===== src/rtl/rr_dmux_4bit.sv =====
// Round-robin / fixed-destination demultiplexer.
// One input stream is distributed over four output channels. Each channel
// has its own single-word holding register with a valid/ready handshake.
// The target channel is either the round-robin pointer or an explicit
// destination. The input stalls when the target channel is full and not
// draining; it never skips to another channel.

// Single-entry holding register for one output channel.
module rr_dmux_chan #(
    parameter int WIDTH = 4
) (
    input  logic             clk,
    input  logic             rst_n,
    input  logic             load,
    input  logic             drain,
    input  logic [WIDTH-1:0] din,
    output logic [WIDTH-1:0] dout,
    output logic             vld
);

    // A load wins over a drain, so a word can be replaced in the cycle it leaves.
    // A drained register is zeroed, so the data output reads 0 whenever it is empty.
    always_ff @(posedge clk or negedge rst_n) begin
        if (!rst_n) begin
            dout <= '0;
            vld  <= 1'b0;
        end else if (load) begin
            dout <= din;
            vld  <= 1'b1;
        end else if (drain) begin
            dout <= '0;
            vld  <= 1'b0;
        end
    end

endmodule

module rr_dmux_4bit #(
    parameter int WIDTH = 4
) (
    input  logic             clk,
    input  logic             rst_n,
    input  logic [WIDTH-1:0] in,
    input  logic             in_valid,
    output logic             in_ready,
    input  logic             mode,
    input  logic [1:0]       dest,
    output logic [WIDTH-1:0] a,
    output logic [WIDTH-1:0] b,
    output logic [WIDTH-1:0] c,
    output logic [WIDTH-1:0] d,
    output logic [3:0]       out_valid,
    input  logic [3:0]       out_ready,
    output logic [1:0]       rr_ptr,
    output logic [7:0]       acc_cnt
);

    localparam int NUM_CH = 4;

    logic [1:0]                   tgt;
    logic                         accept;
    logic [NUM_CH-1:0]            load;
    logic [NUM_CH-1:0][WIDTH-1:0] ch_data;

    // Pick the target channel: the pointer in round-robin mode, dest in fixed mode.
    always_comb begin
        tgt = mode ? dest : rr_ptr;
    end

    // Only the target channel gates the input. out_ready can pass straight through
    // to in_ready, which lets a channel take a new word each cycle.
    assign in_ready = !out_valid[tgt] || out_ready[tgt];
    assign accept   = in_valid && in_ready;

    genvar k;
    generate
        for (k = 0; k < NUM_CH; k++) begin : g_chan
            assign load[k] = accept && (tgt == 2'(k));

            rr_dmux_chan #(.WIDTH(WIDTH)) u_chan (
                .clk   (clk),
                .rst_n (rst_n),
                .load  (load[k]),
                .drain (out_valid[k] && out_ready[k]),
                .din   (in),
                .dout  (ch_data[k]),
                .vld   (out_valid[k])
            );
        end
    endgenerate

    assign a = ch_data[0];
    assign b = ch_data[1];
    assign c = ch_data[2];
    assign d = ch_data[3];

    // Advance the pointer only on round-robin accepts. Count every accept, wrapping at 256.
    always_ff @(posedge clk or negedge rst_n) begin
        if (!rst_n) begin
            rr_ptr  <= 2'd0;
            acc_cnt <= 8'd0;
        end else if (accept) begin
            if (!mode) rr_ptr <= rr_ptr + 2'd1;
            acc_cnt <= acc_cnt + 8'd1;
        end
    end

endmodule


===== config.mk =====
export PLATFORM = sky130hd
export DESIGN_NAME = rr_dmux_4bit
export DESIGN_NICKNAME = d
export VERILOG_FILES = /design/src/rtl/rr_dmux_4bit.sv
export SDC_FILE = /design/constraint.sdc
export NUM_CORES = 1
export LEC_CHECK = 0
export ABC_AREA = 1
export BUFFER_PORTS_ARGS = -buffer_cell sky130_fd_sc_hd__buf_2
export CAP_MARGIN = 10
export CORE_MARGIN = 2
export CORE_UTILIZATION = 51
export CTS_CLUSTER_SIZE = 20
export DETAILED_ROUTE_END_ITERATION = 12
export PLACE_DENSITY = 0.86
export REMOVE_ABC_BUFFERS = 1
export SLEW_MARGIN = 40
export SYNTH_ARGS = -nofsm -noshare
export SYNTH_HDL_FRONTEND = slang
export SYNTH_SLANG_ARGS = --single-unit

===== constraint.sdc =====
create_clock -name clk -period 2 [get_ports clk]
set_input_delay 0.1 -clock clk [delete_from_list [all_inputs] [get_ports clk]]
set_output_delay 0.1 -clock clk [all_outputs]
set_load 0.01 [all_outputs]

==> summary.txt, run 1 <==
Status
  • Status: complete, no violations

Setup path
  • Worst EP arrival: 1.64 ns
  • Crit-path slowest cell: dfrtp_1
  • Critical path cell sequence: inv_1 > nand2_2 > nand2_4 > nand3_1 > nand2_1 > nor2_2 > nand2_4 > buf_2
  • Reg2reg start: rr_ptr[0]
  • Crit path max fanout: 7
  • Largest delay contributor family on the critical path: simple AND/OR/NAND/NOR gates
  • Critical Path End Type: output port
  • Crit path buf inv count: 2
  • Slowest cell delay on critical path: 0.43 ns
  • Worst Setup Start Kind: register
  • CP required: 1.90 ns
  • Crit Path Class: reg -> out
  • Crit path from: rr_ptr[0]
  • CP dominant cell by count: nand2_4

Timing
  • Unrepaired setup endpoints after global routing: false
  • Period utilisation layout: 87.07%
  • Setup Skew: 0.01126 ns
  • Clock period minus worst slack: 1.741 ns
  • Maximum clock rate: 574.2 MHz
  • Final TNS setup: 0 ns
  • Relative slew slack: 56.80%
  • Least-Margin Pin Slew: 0.6480 ns
  • Final Max Slew Viols: 0
  • Hold_ws: 0.02507 ns
  • Finish-stage setup viols: 0
  • Final Hold Viols: 0

Route
  • Via count: 1399
  • Wirelength per Cell: 12.80 um
  • Routed Antenna Nets: 0
  • Met2 wire len: 1.588 mm
  • Drt total wl: 3.405 mm
  • Highest routed layer: met4
  • 1st-iter DRT viols: 69
  • Vias/cell: 5.259
  • Met1 Wirelength: 1.507 mm
  • Met3 Wirelength: 237 um
  • Remaining DRCs: 0
  • TritonRoute pass-1 iters: 4

Global route
  • Antenna violations before repair: 0
  • Global-route wire length before repair: 5.644 mm
  • Total grt overflow: 0
  • Largest net degree at the start of global routing: 31
  • Vias in the first global route: 1316
  • All-Layer GR Usage: 21.75%

Layout
  • Layout area overhead: 19.02%
  • Register area: 750.7 sq um
  • Area of the multi-input gates: 709.4 sq um
  • Fillers: 287
  • Fin nets: 248
  • Diode count: 0
  • Final instance area: 1856 sq um
  • Final non-filler cell total: 266
  • Share of post-route cells with drive strength above 1: 28.33%

Yosys
  • Post-Synthesis Cells: 184
  • Synth Cell Area: 1559 sq um
  • Dominant cell type by area after synthesis: dfrtp_1
  • Post-synth top cells: nand2_1 (55), nand3_1 (44), dfrtp_1 (30)
  • Yosys warns: 0
  • Mean area per synthesized cell: 8.473 sq um
  • Number of synthesized flops with an enable pin: 0
  • Yosys top cell area share: 48.15%
  • Top FF cell, synth: dfrtp_1
  • Most area-consuming cells after synthesis: dfrtp_1 (48%), nand3_1 (14%), nand2_1 (13%)
  • Yosys cell types: 20
  • Synth async-reset ratio: 100.0%
  • FF+latch count, synth: 30
  • Register area share after synthesis: 48.15%
  • Top-count cell post-synth: nand2_1

Floorplanning
  • Chip Height: 59.29 um
  • Initial Utilization: 52.35%
  • Boundary Pins: 45
  • Die X: 59.29 um
  • Area of the core: 2978 sq um
  • Row count: 20
  • Total die area: 3515 sq um

Clock tree
  • Worst skew pair latency: 0.33 ns
  • Clock Path Buffers: 2
  • Root Driver: clkbuf_4
  • CTS H-tree depth: 2
  • Setup bufs post-CTS: 0
  • Reg clk slew, reported paths: 0.09 ns
  • TritonCTS clock tree: built
  • CTS buffer count: 5
  • CTS sink cnt: 30

Min path
  • Classification of the worst-slack hold path: in -> reg
  • Hold Startpoint: out_ready[0]

Job
  • Max cap viols: 0

Power and ir drop
  • Peak VDD IR: 674.7 uV
  • Power, Total: 0.002423 W
  • P_leak: 1.034 nW
  • PwrDens: 1306 nW/um^2

Place
  • DP Cell Count: 255
  • Routability congestion estimate: 0.8342
  • DP Wirelength: 2.518 mm
  • Number of port buffers: 44
  • Placed cell area: 1770 sq um
## through the flow
| stage | setup WS (ns) | utilization [%] |
|---|---|---|
| 2_1_floorplan | 0.4521 | - |
| 3_3_place_gp | 0.4936 | 59.45 |
| 3_5_place_dp | 0.4292 | 59.45 |
| 4_1_cts | 0.2459 | 62.31 |
| 5_1_grt | 0.09681 | 62.31 |
| 6_report | 0.2586 | 62.31 |
## kinds of logic after synthesis
family	after synthesis	synth area share, %
buffers and inverters	18	6.340
and+or+nand+nor	119	36.76
adders and majority gates	1	0.8024
xor gates and xnor gates	8	4.495
AOI/OAI and AO/OA	8	3.451
DFF	30	48.15
## final timing paths
path | slack, ns | end | depth (start not counted)
worst min register to register | 0.50 | g_chan[3].u_chan.dout[0] | 2
min in group asynchronous | 0.33 | acc_cnt[3] | 2
max in group asynchronous | 1.24 | g_chan[3].u_chan.vld | 2
worst max-delay path | 0.26 | in_ready | 8
worst max register to register | 0.42 | g_chan[0].u_chan.dout[3] | 11
worst min-delay path | 0.03 | g_chan[0].u_chan.vld | 2
## where the power goes
group / leakage, nW / internal [W] / switching (W)
Combinational: 0.621 / 0.000431 / 0.000610
Sequential: 0.388 / 0.000851 / 0.000203
Clock: 0.0254 / 0.000132 / 0.000196
Total: 1.03 / 0.00141 / 0.00101
## layout make-up
type / instances / share of cell area [%]
Clock buffer: 7 / 2.428
Inverter: 11 / 2.225
Multi-Input combinational cell: 136 / 38.23
Sequential cell: 30 / 40.46
Tap cell: 33 / 2.225
Timing Repair Buffer: 49 / 14.43
## state kept, by name, indices dropped and copies added, names as in the netlist
| name | count |
|---|---|
| g_chan.u_chan.vld | 4 |
| rr_ptr | 2 |
| g_chan.u_chan.dout | 16 |
| acc_cnt | 8 |
## routing by layer
layer	track usage [%]	up-vias
met5	0	-
met4	9.416	0
li1	-	693
met3	6.769	7
met2	33.91	52
met1	27.86	647
## layout by cell type, fill, tap and decap left out, drive strengths merged
master,count
a21boi,1
buf,45
clkbuf,7
dfrtp,30
dlygate4sd3,4
ha,1
inv,11
nand2,67
nand3,45
nand4,1
nor2,6
o21ai,7
xnor2,7
xor2,1
## repair_timing
item	CTS	global route
endpoints found under the setup margin	0	0
hold buffers	4	0
hold endpoints to repair	33	0
gates resized for setup	0	0
No activity file was read; power rests on OpenSTA's default activity.
==> inputs of run 2 (changes only) <==
Settings changed: ABC_AREA 1 to 0, CTS_BUF_LIST from default to sky130_fd_sc_hd__clkbuf_8, PLACE_DENSITY 0.86 to 0.88.
==> summary.txt, run 2 <==
Status
  • Status: complete, no violations (unchanged)

Power and ir drop
  • P_leak: 0.8415 nW (was 1.034 nW)
  • Sw Share: 37.29% (was 41.66%)
  • Pint: 0.001564 W (was 0.001414 W)
  • PwrDens: 1512 nW/um^2 (was 1306 nW/um^2)
  • Combinational group share of total power: 37.2% (was 43.0%)
  • NetSw: 0.0009300 W (was 0.001010 W)
  • Sequential power share: 43.2% (was 43.5%)
  • Power, Total: 0.002494 W (was 0.002423 W)
  • Peak VDD IR: 1050 uV (was 674.7 uV)
  • Clk pwr share: 19.6% (was 13.6%)

Timing
  • Clock period minus worst slack: 1.751 ns (was 1.741 ns)
  • Hold_ws: 0.1525 ns (was 0.02507 ns)
  • Least-Margin Pin Slew: 0.6481 ns (was 0.6480 ns)
  • Maximum clock rate: 571.0 MHz (was 574.2 MHz)
  • Period utilisation layout: 87.57% (was 87.07%)
  • Final Hold Viols: 0 (unchanged)
  • Final Max Slew Viols: 0 (unchanged)
  • Finish-stage setup viols: 0 (unchanged)
  • Relative slew slack: 56.79% (was 56.80%)
  • Unrepaired setup endpoints after global routing: false (unchanged)
  • Final TNS setup: 0 ns (unchanged)
  • Setup Skew: 0.002259 ns (was 0.01126 ns)

Clock tree
  • Root Driver: clkbuf_8 (was clkbuf_4)
  • Post-CTS Resized: 0 (unchanged)
  • Clock Path Buffers: 2 (unchanged)
  • TritonCTS clock tree: built (unchanged)
  • Worst skew pair latency: 0.28 ns (was 0.33 ns)
  • CTS buffer count: 5 (unchanged)
  • Reg clk slew, reported paths: 0.06 ns (was 0.09 ns)
  • CTS H-tree depth: 2 (unchanged)
  • Setup bufs post-CTS: 0 (unchanged)
  • CTS hold repair buffers: 1 (was 4)
  • CTS sink cnt: 30 (unchanged)

Place
  • Routability congestion estimate: 0.7793 (was 0.8342)
  • DP Wirelength: 2.094 mm (was 2.518 mm)
  • Placed cell area: 1548 sq um (was 1770 sq um)
  • Number of port buffers: 44 (unchanged)

Setup path
  • Worst EP arrival: 1.65 ns (was 1.64 ns)
  • Reg2reg setup slack: 0.25 ns (was 0.42 ns)
  • Reg2reg start: rr_ptr[0] (unchanged)
  • Critical R2R Capture: acc_cnt[1] (was g_chan[0].u_chan.dout[3])
  • CP required: 1.90 ns (about the same)
  • Worst Setup Start Kind: register (unchanged)
  • Crit path max fanout: 6 (was 7)
  • Critical Path End Type: output port (unchanged)
  • R2r worst-path depth: 4 (was 11)
  • Crit Path Class: reg -> out (unchanged)

Yosys
  • Synth Cell Area: 1320 sq um (was 1559 sq um)
  • Number of synthesized flops with an enable pin: 0 (unchanged)
  • Synth async-reset ratio: 100.0% (unchanged)
  • Yosys top cell area share: 56.87% (was 48.15%)
  • Mean area per synthesized cell: 11.19 sq um (was 8.473 sq um)
  • Top FF cell, synth: dfrtp_1 (unchanged)
  • Yosys cell types: 22 (was 20)
  • Dominant cell type by area after synthesis: dfrtp_1 (unchanged)
  • FF+latch count, synth: 30 (unchanged)
  • Most area-consuming cells after synthesis: dfrtp_1 (57%), nand3_1 (6.4%), o21ai_0 (6.1%) (was dfrtp_1 (48%), nand3_1 (14%), nand2_1 (13%))
  • Yosys warns: 0 (unchanged)
  • Post-synth top cells: dfrtp_1 (30), nand3_1 (17), o21ai_0 (16) (was nand2_1 (55), nand3_1 (44), dfrtp_1 (30))
  • Top-count cell post-synth: dfrtp_1 (was nand2_1)
  • Register area share after synthesis: 56.87% (was 48.15%)
  • Post-Synthesis Cells: 118 (was 184)

Min path
  • Hold Startpoint: in[3] (was out_ready[0])
  • Classification of the worst-slack hold path: in -> reg (unchanged)
  • WHS Path Cells: 3 (was 2)
  • Hold path endpoint: g_chan[3].u_chan.dout[3] (was g_chan[0].u_chan.vld)

Layout
  • Largest Register: g_chan.u_chan.dout (unchanged)
  • Diode count: 0 (unchanged)
  • Final instance area: 1649 sq um (was 1856 sq um)
  • Largest regs: g_chan.u_chan.dout: 16 flops, acc_cnt: 8 flops, g_chan.u_chan.vld: 4 flops (unchanged)
  • Layout area overhead: 24.93% (was 19.02%)
  • Largest register FFs: 16 (unchanged)
  • Commonest non-fill, non-tap cells in the layout: buf_2 (44), dfrtp_1 (30), nand3_1 (17) (was nand2_1 (55), nand3_1 (44), buf_2 (44))
  • Share of post-route cells with drive strength above 1: 33.53% (was 28.33%)
  • Most common cell after layout, fill and taps aside: buf_2 (was nand2_1)
  • End-of-flow core utilization: 67.18% (was 62.31%)
  • Fin nets: 181 (was 248)

Floorplanning
  • Initial Utilization: 53.77% (was 52.35%)
  • Boundary Pins: 45 (unchanged)
  • Chip Height: 54.88 um (was 59.29 um)
  • Area of the core: 2455 sq um (was 2978 sq um)
  • Total die area: 3011 sq um (was 3515 sq um)
  • Row count: 18 (was 20)
  • Die X: 54.88 um (was 59.29 um)

Route
  • TritonRoute pass-1 iters: 5 (was 4)
  • Via count: 1036 (was 1399)
  • Vias/cell: 5.259 (about the same)
  • Drt total wl: 2.791 mm (was 3.405 mm)
  • Remaining DRCs: 0 (unchanged)
  • 1st-iter DRT viols: 21 (was 69)
  • Wirelength per Cell: 14.17 um (was 12.80 um)
  • Routed Antenna Nets: 0 (unchanged)

Global route
  • Global-route wire length before repair: 4.367 mm (was 5.644 mm)
  • Vias in the first global route: 968 (was 1316)
  • Antenna violations before repair: 0 (unchanged)
  • Largest net degree at the start of global routing: 31 (unchanged)
  • Total grt overflow: 0 (unchanged)
  • All-Layer GR Usage: 21.24% (was 21.75%)

Job
  • Max cap viols: 0 (unchanged)
[run 2: cell types whose count changed in the layout (fill, tap and decap cells not counted), moves of 3 or more]
cell | previous run | this run
clkbuf_8 | 0 | 6
nand2_2 | 6 | 0
nand3_1 | 44 | 17
clkbuf_4 | 5 | 0
nand2b_1 | 0 | 6
inv_1 | 10 | 5
dlygate4sd3_1 | 4 | 1
nand4_1 | 1 | 5
nand2_4 | 6 | 0
o21ai_0 | 6 | 16
nor2_1 | 5 | 0
nand2_1 | 55 | 12
[run 2: final cells by class]
type	count	area, sq um
inverter	4	15.01
clock inverter	2	8.758
timing repair buffer	45	230.2
clock buffer	6	82.58
tap	30	37.54
sequential	30	750.7
multi-input combinational	80	524.3
fill	199	805.8
[run 2: worst max-delay path by stage]
stage                     startpoint         end  slack, ns
after floorplan            rr_ptr[1]  acc_cnt[1]       0.40
after global placement     rr_ptr[1]  acc_cnt[1]       0.34
after detailed placement   rr_ptr[0]  acc_cnt[1]       0.27
after CTS                  rr_ptr[1]    in_ready       0.23
after global routing       rr_ptr[0]  acc_cnt[6]        0.1
final                      rr_ptr[1]    in_ready       0.25
[run 2: power by group through the flow]
stage	sequential [W]	clock (W)	combinational [W]
5_1_grt	0.00112	0.000524	0.00104
2_1_floorplan	0.00119	0	0.000413
3_3_place_gp	0.00106	0	0.000902
4_1_cts	0.00108	0.000498	0.000941
6_report	0.00108	0.000490	0.000927
3_5_place_dp	0.00108	0	0.000939
[run 2: layer usage]
layer | GRT usage [%] | part of all wire (%) | wire length (um)
met1 | 28.60 | 45 | 1250
met2 | 31.75 | 46 | 1289
met3 | 8.197 | 8.2 | 228
met4 | 6.250 | 0.82 | 23
met5 | 0 | 0 | 0
[run 2: cells by family (layout without fill, tap and decap cells)]
family	Yosys count	after routing	share of synthesized area, %
simple gates	46	46	18.29
flops	30	30	56.87
compound gates	18	18	8.057
xor+xnor	9	9	5.972
buf+inv	8	57	3.412
mux	6	6	6.445
fa+ha+maj	1	1	0.9477
[run 2: critical path, cell delays in order, from the launching register on]
cell and delay [ns]:
dfrtp_1 0.42, mux2i_4 0.27, mux2i_2 0.40, mux2i_1 0.12, buf_2 0.16
[run 2: stage by stage]
| stage | setup WS [ns] | instances |
|---|---|---|
| final | 0.2486 | 197 |
| after global routing | 0.09517 | 197 |
| after CTS | 0.2341 | 197 |
| after detailed placement | 0.2712 | 188 |
| after global placement | 0.3433 | 188 |
| after floorplan | 0.3962 | 114 |
==> inputs of run 3 (changes only) <==
Settings changed: CTS_BUF_LIST sky130_fd_sc_hd__clkbuf_8 to sky130_fd_sc_hd__clkbuf_4 sky130_fd_sc_hd__clkbuf_8.
==> summary.txt, run 3 (synthesis gave the netlist of run 2 again) <==
Status
  • Status: complete, no violations (unchanged)

Floorplanning
  • Die X: 54.88 um (unchanged)
  • Area of the core: 2455 sq um (unchanged)
  • Initial Utilization: 53.77% (unchanged)
  • Chip Height: 54.88 um (unchanged)
  • Boundary Pins: 45 (unchanged)
  • Total die area: 3011 sq um (unchanged)
  • Row count: 18 (unchanged)

Global route
  • Global-route wire length before repair: 4.402 mm (was 4.367 mm)
  • GR peak layer: met2 (unchanged)
  • Largest net degree at the start of global routing: 31 (unchanged)
  • Total grt overflow: 0 (unchanged)
  • M2 GR Usage: 32.74% (was 31.75%)
  • All-Layer GR Usage: 21.59% (was 21.24%)
  • GRT met1 Usage: 28.24% (was 28.60%)
  • Vias in the first global route: 966 (was 968)
  • Met3 usage: 8.197% (unchanged)
  • Antenna violations before repair: 0 (unchanged)

Clock tree
  • Post-CTS Resized: 0 (unchanged)
  • CTS buffer count: 5 (unchanged)
  • Reg clk slew, reported paths: 0.10 ns (was 0.06 ns)
  • Setup bufs post-CTS: 0 (unchanged)
  • Clock Path Buffers: 2 (unchanged)
  • CTS H-tree depth: 2 (unchanged)
  • CTS sink cnt: 30 (unchanged)
  • TritonCTS clock tree: built (unchanged)
  • Root Driver: clkbuf_4 (was clkbuf_8)
  • Worst skew pair latency: 0.33 ns (was 0.28 ns)

Power and ir drop
  • Peak VDD IR: 903.4 uV (was 1050 uV)
  • Sequential power share: 44.8% (was 43.2%)
  • Combinational group share of total power: 38.7% (was 37.2%)
  • Clk pwr share: 16.4% (was 19.6%)
  • NetSw: 0.0009240 W (was 0.0009300 W)
  • P_leak: 0.8279 nW (was 0.8415 nW)
  • Sw Share: 38.54% (was 37.29%)
  • PwrDens: 1478 nW/um^2 (was 1512 nW/um^2)
  • Pint: 0.001473 W (was 0.001564 W)

Route
  • 1st-iter DRT viols: 23 (was 21)
  • Via count: 1042 (was 1036)
  • Remaining DRCs: 0 (unchanged)
  • TritonRoute pass-1 iters: 4 (was 5)
  • Drt total wl: 2.829 mm (was 2.791 mm)
  • Routed Antenna Nets: 0 (unchanged)
  • Wirelength per Cell: 14.36 um (was 14.17 um)
  • Vias/cell: 5.289 (was 5.259)

Min path
  • Hold Startpoint: in[3] (unchanged)
  • Classification of the worst-slack hold path: in -> reg (unchanged)
  • Hold path endpoint: g_chan[3].u_chan.dout[3] (unchanged)
  • WHS Path Cells: 3 (unchanged)

Timing
  • Finish-stage setup viols: 0 (unchanged)
  • Final TNS setup: 0 ns (unchanged)
  • Setup Skew: 0.006093 ns (was 0.002259 ns)
  • Period utilisation layout: 91.50% (was 87.57%)
  • Least-Margin Pin Slew: 0.6567 ns (was 0.6481 ns)
  • Maximum clock rate: 546.4 MHz (was 571.0 MHz)
  • Clock period minus worst slack: 1.830 ns (was 1.751 ns)
  • Final Max Slew Viols: 0 (unchanged)
  • Unrepaired setup endpoints after global routing: false (unchanged)
  • PnR worst setup slack: 0.1699 ns (was 0.2486 ns)
  • Final Hold Viols: 0 (unchanged)
  • Relative slew slack: 56.22% (was 56.79%)

Setup path
  • Critical R2R Capture: acc_cnt[1] (unchanged)
  • Worst Setup Start Kind: register (unchanged)
  • Crit-path slowest cell: dfrtp_1 (unchanged)
  • CP required: 1.90 ns (about the same)
  • Crit Path Class: reg -> out (unchanged)
  • Reg2reg setup slack: 0.24 ns (was 0.25 ns)
  • Slowest cell delay on critical path: 0.44 ns (was 0.42 ns)
  • Crit path max fanout: 6 (unchanged)
  • Reg2reg start: rr_ptr[0] (unchanged)
  • Critical path cell sequence: mux2i_4 > mux2i_2 > mux2i_1 > buf_2 (unchanged)
  • Worst EP arrival: 1.73 ns (was 1.65 ns)
  • Critical Path End Type: output port (unchanged)
  • R2r worst-path depth: 4 (unchanged)

Layout
  • Fin nets: 181 (unchanged)
  • Largest register FFs: 16 (unchanged)
  • Largest regs: g_chan.u_chan.dout: 16 flops, acc_cnt: 8 flops, g_chan.u_chan.vld: 4 flops (unchanged)
  • Register area: 750.7 sq um (unchanged)
  • Share of post-route cells with drive strength above 1: 34.13% (was 33.53%)
  • Most common cell after layout, fill and taps aside: buf_2 (unchanged)
  • Largest Register: g_chan.u_chan.dout (unchanged)
  • Area of the multi-input gates: 524.3 sq um (unchanged)
  • Diode count: 0 (unchanged)
  • Commonest non-fill, non-tap cells in the layout: buf_2 (44), dfrtp_1 (30), nand3_1 (17) (unchanged)
  • Final instance area: 1622 sq um (was 1649 sq um)
  • Fillers: 200 (was 199)
  • Layout area overhead: 22.84% (was 24.93%)

Job
  • Max cap viols: 0 (unchanged)

Place
  • Routability congestion estimate: 0.7793 (unchanged)
  • Placed cell area: 1548 sq um (unchanged)
  • Number of port buffers: 44 (unchanged)
  • DP Wirelength: 2.094 mm (unchanged)
  • Placement Setup Slack: 0.2712 ns (unchanged)
[run 3: critical path: cells and delay by family (launching register included)]
kind | cells | cell delay, ns
multiplexers | 3 | 0.80
buffers and inverters | 1 | 0.16
flip-flops | 1 | 0.44
[run 3: final cells by class]
type                            count  area share, %
Clock buffer                        7          3.627
Clock inverter                      1         0.3086
Inverter                            4         0.9259
Multi-Input combinational cell     80          32.33
Sequential cell                    30          46.30
Tap cell                           30          2.315
Timing Repair Buffer               45          14.20
[run 3: worst max-delay path by stage]
| stage | endpoint | slack (ns) | depth (start not counted) | start |
|---|---|---|---|---|
| finish | in_ready | 0.17 | 4 | rr_ptr[1] |
| global placement | acc_cnt[1] | 0.34 | 4 | rr_ptr[1] |
| detailed placement | acc_cnt[1] | 0.27 | 4 | rr_ptr[0] |
| CTS | in_ready | 0.15 | 4 | rr_ptr[1] |
| floorplan | acc_cnt[1] | 0.40 | 4 | rr_ptr[1] |
| global route | in_ready | 0.06 | 4 | rr_ptr[1] |
[run 3: routing by layer]
layer | part of all wire, % | wire length, um
met1 | 45 | 1276
met2 | 46 | 1296
met3 | 7.9 | 223
met4 | 1.1 | 32
met5 | 0 | 0
[run 3: repair_timing]
item / CTS / global route
hold buffers: 1 / 0
endpoints found under the setup margin: 0 / 0
endpoints found under the hold margin: 30 / 0
[run 3: power by group through the flow]
stage | clock network (W) | registers, W | logic, W
2_1_floorplan | 0 | 0.00119 | 0.000413
4_1_cts | 0.000398 | 0.00107 | 0.000943
5_1_grt | 0.000420 | 0.00111 | 0.00104
3_3_place_gp | 0 | 0.00106 | 0.000902
3_5_place_dp | 0 | 0.00108 | 0.000939
6_report | 0.000394 | 0.00107 | 0.000929
[run 3: per-stage QoR]
step / std cells / utilization [%] / hold slack, ns / power [W]
final: 197 / 66.05 / 0.09479 / 0.002397
after global routing: 197 / 66.05 / 0.09799 / 0.002573
after CTS: 197 / 66.05 / 0.08899 / 0.002414
after detailed placement: 188 / 63.05 / 0.1667 / 0.002021
after global placement: 188 / 63.05 / 0.1494 / 0.001964
after floorplan: 114 / - / -0.1956 / 0.001604
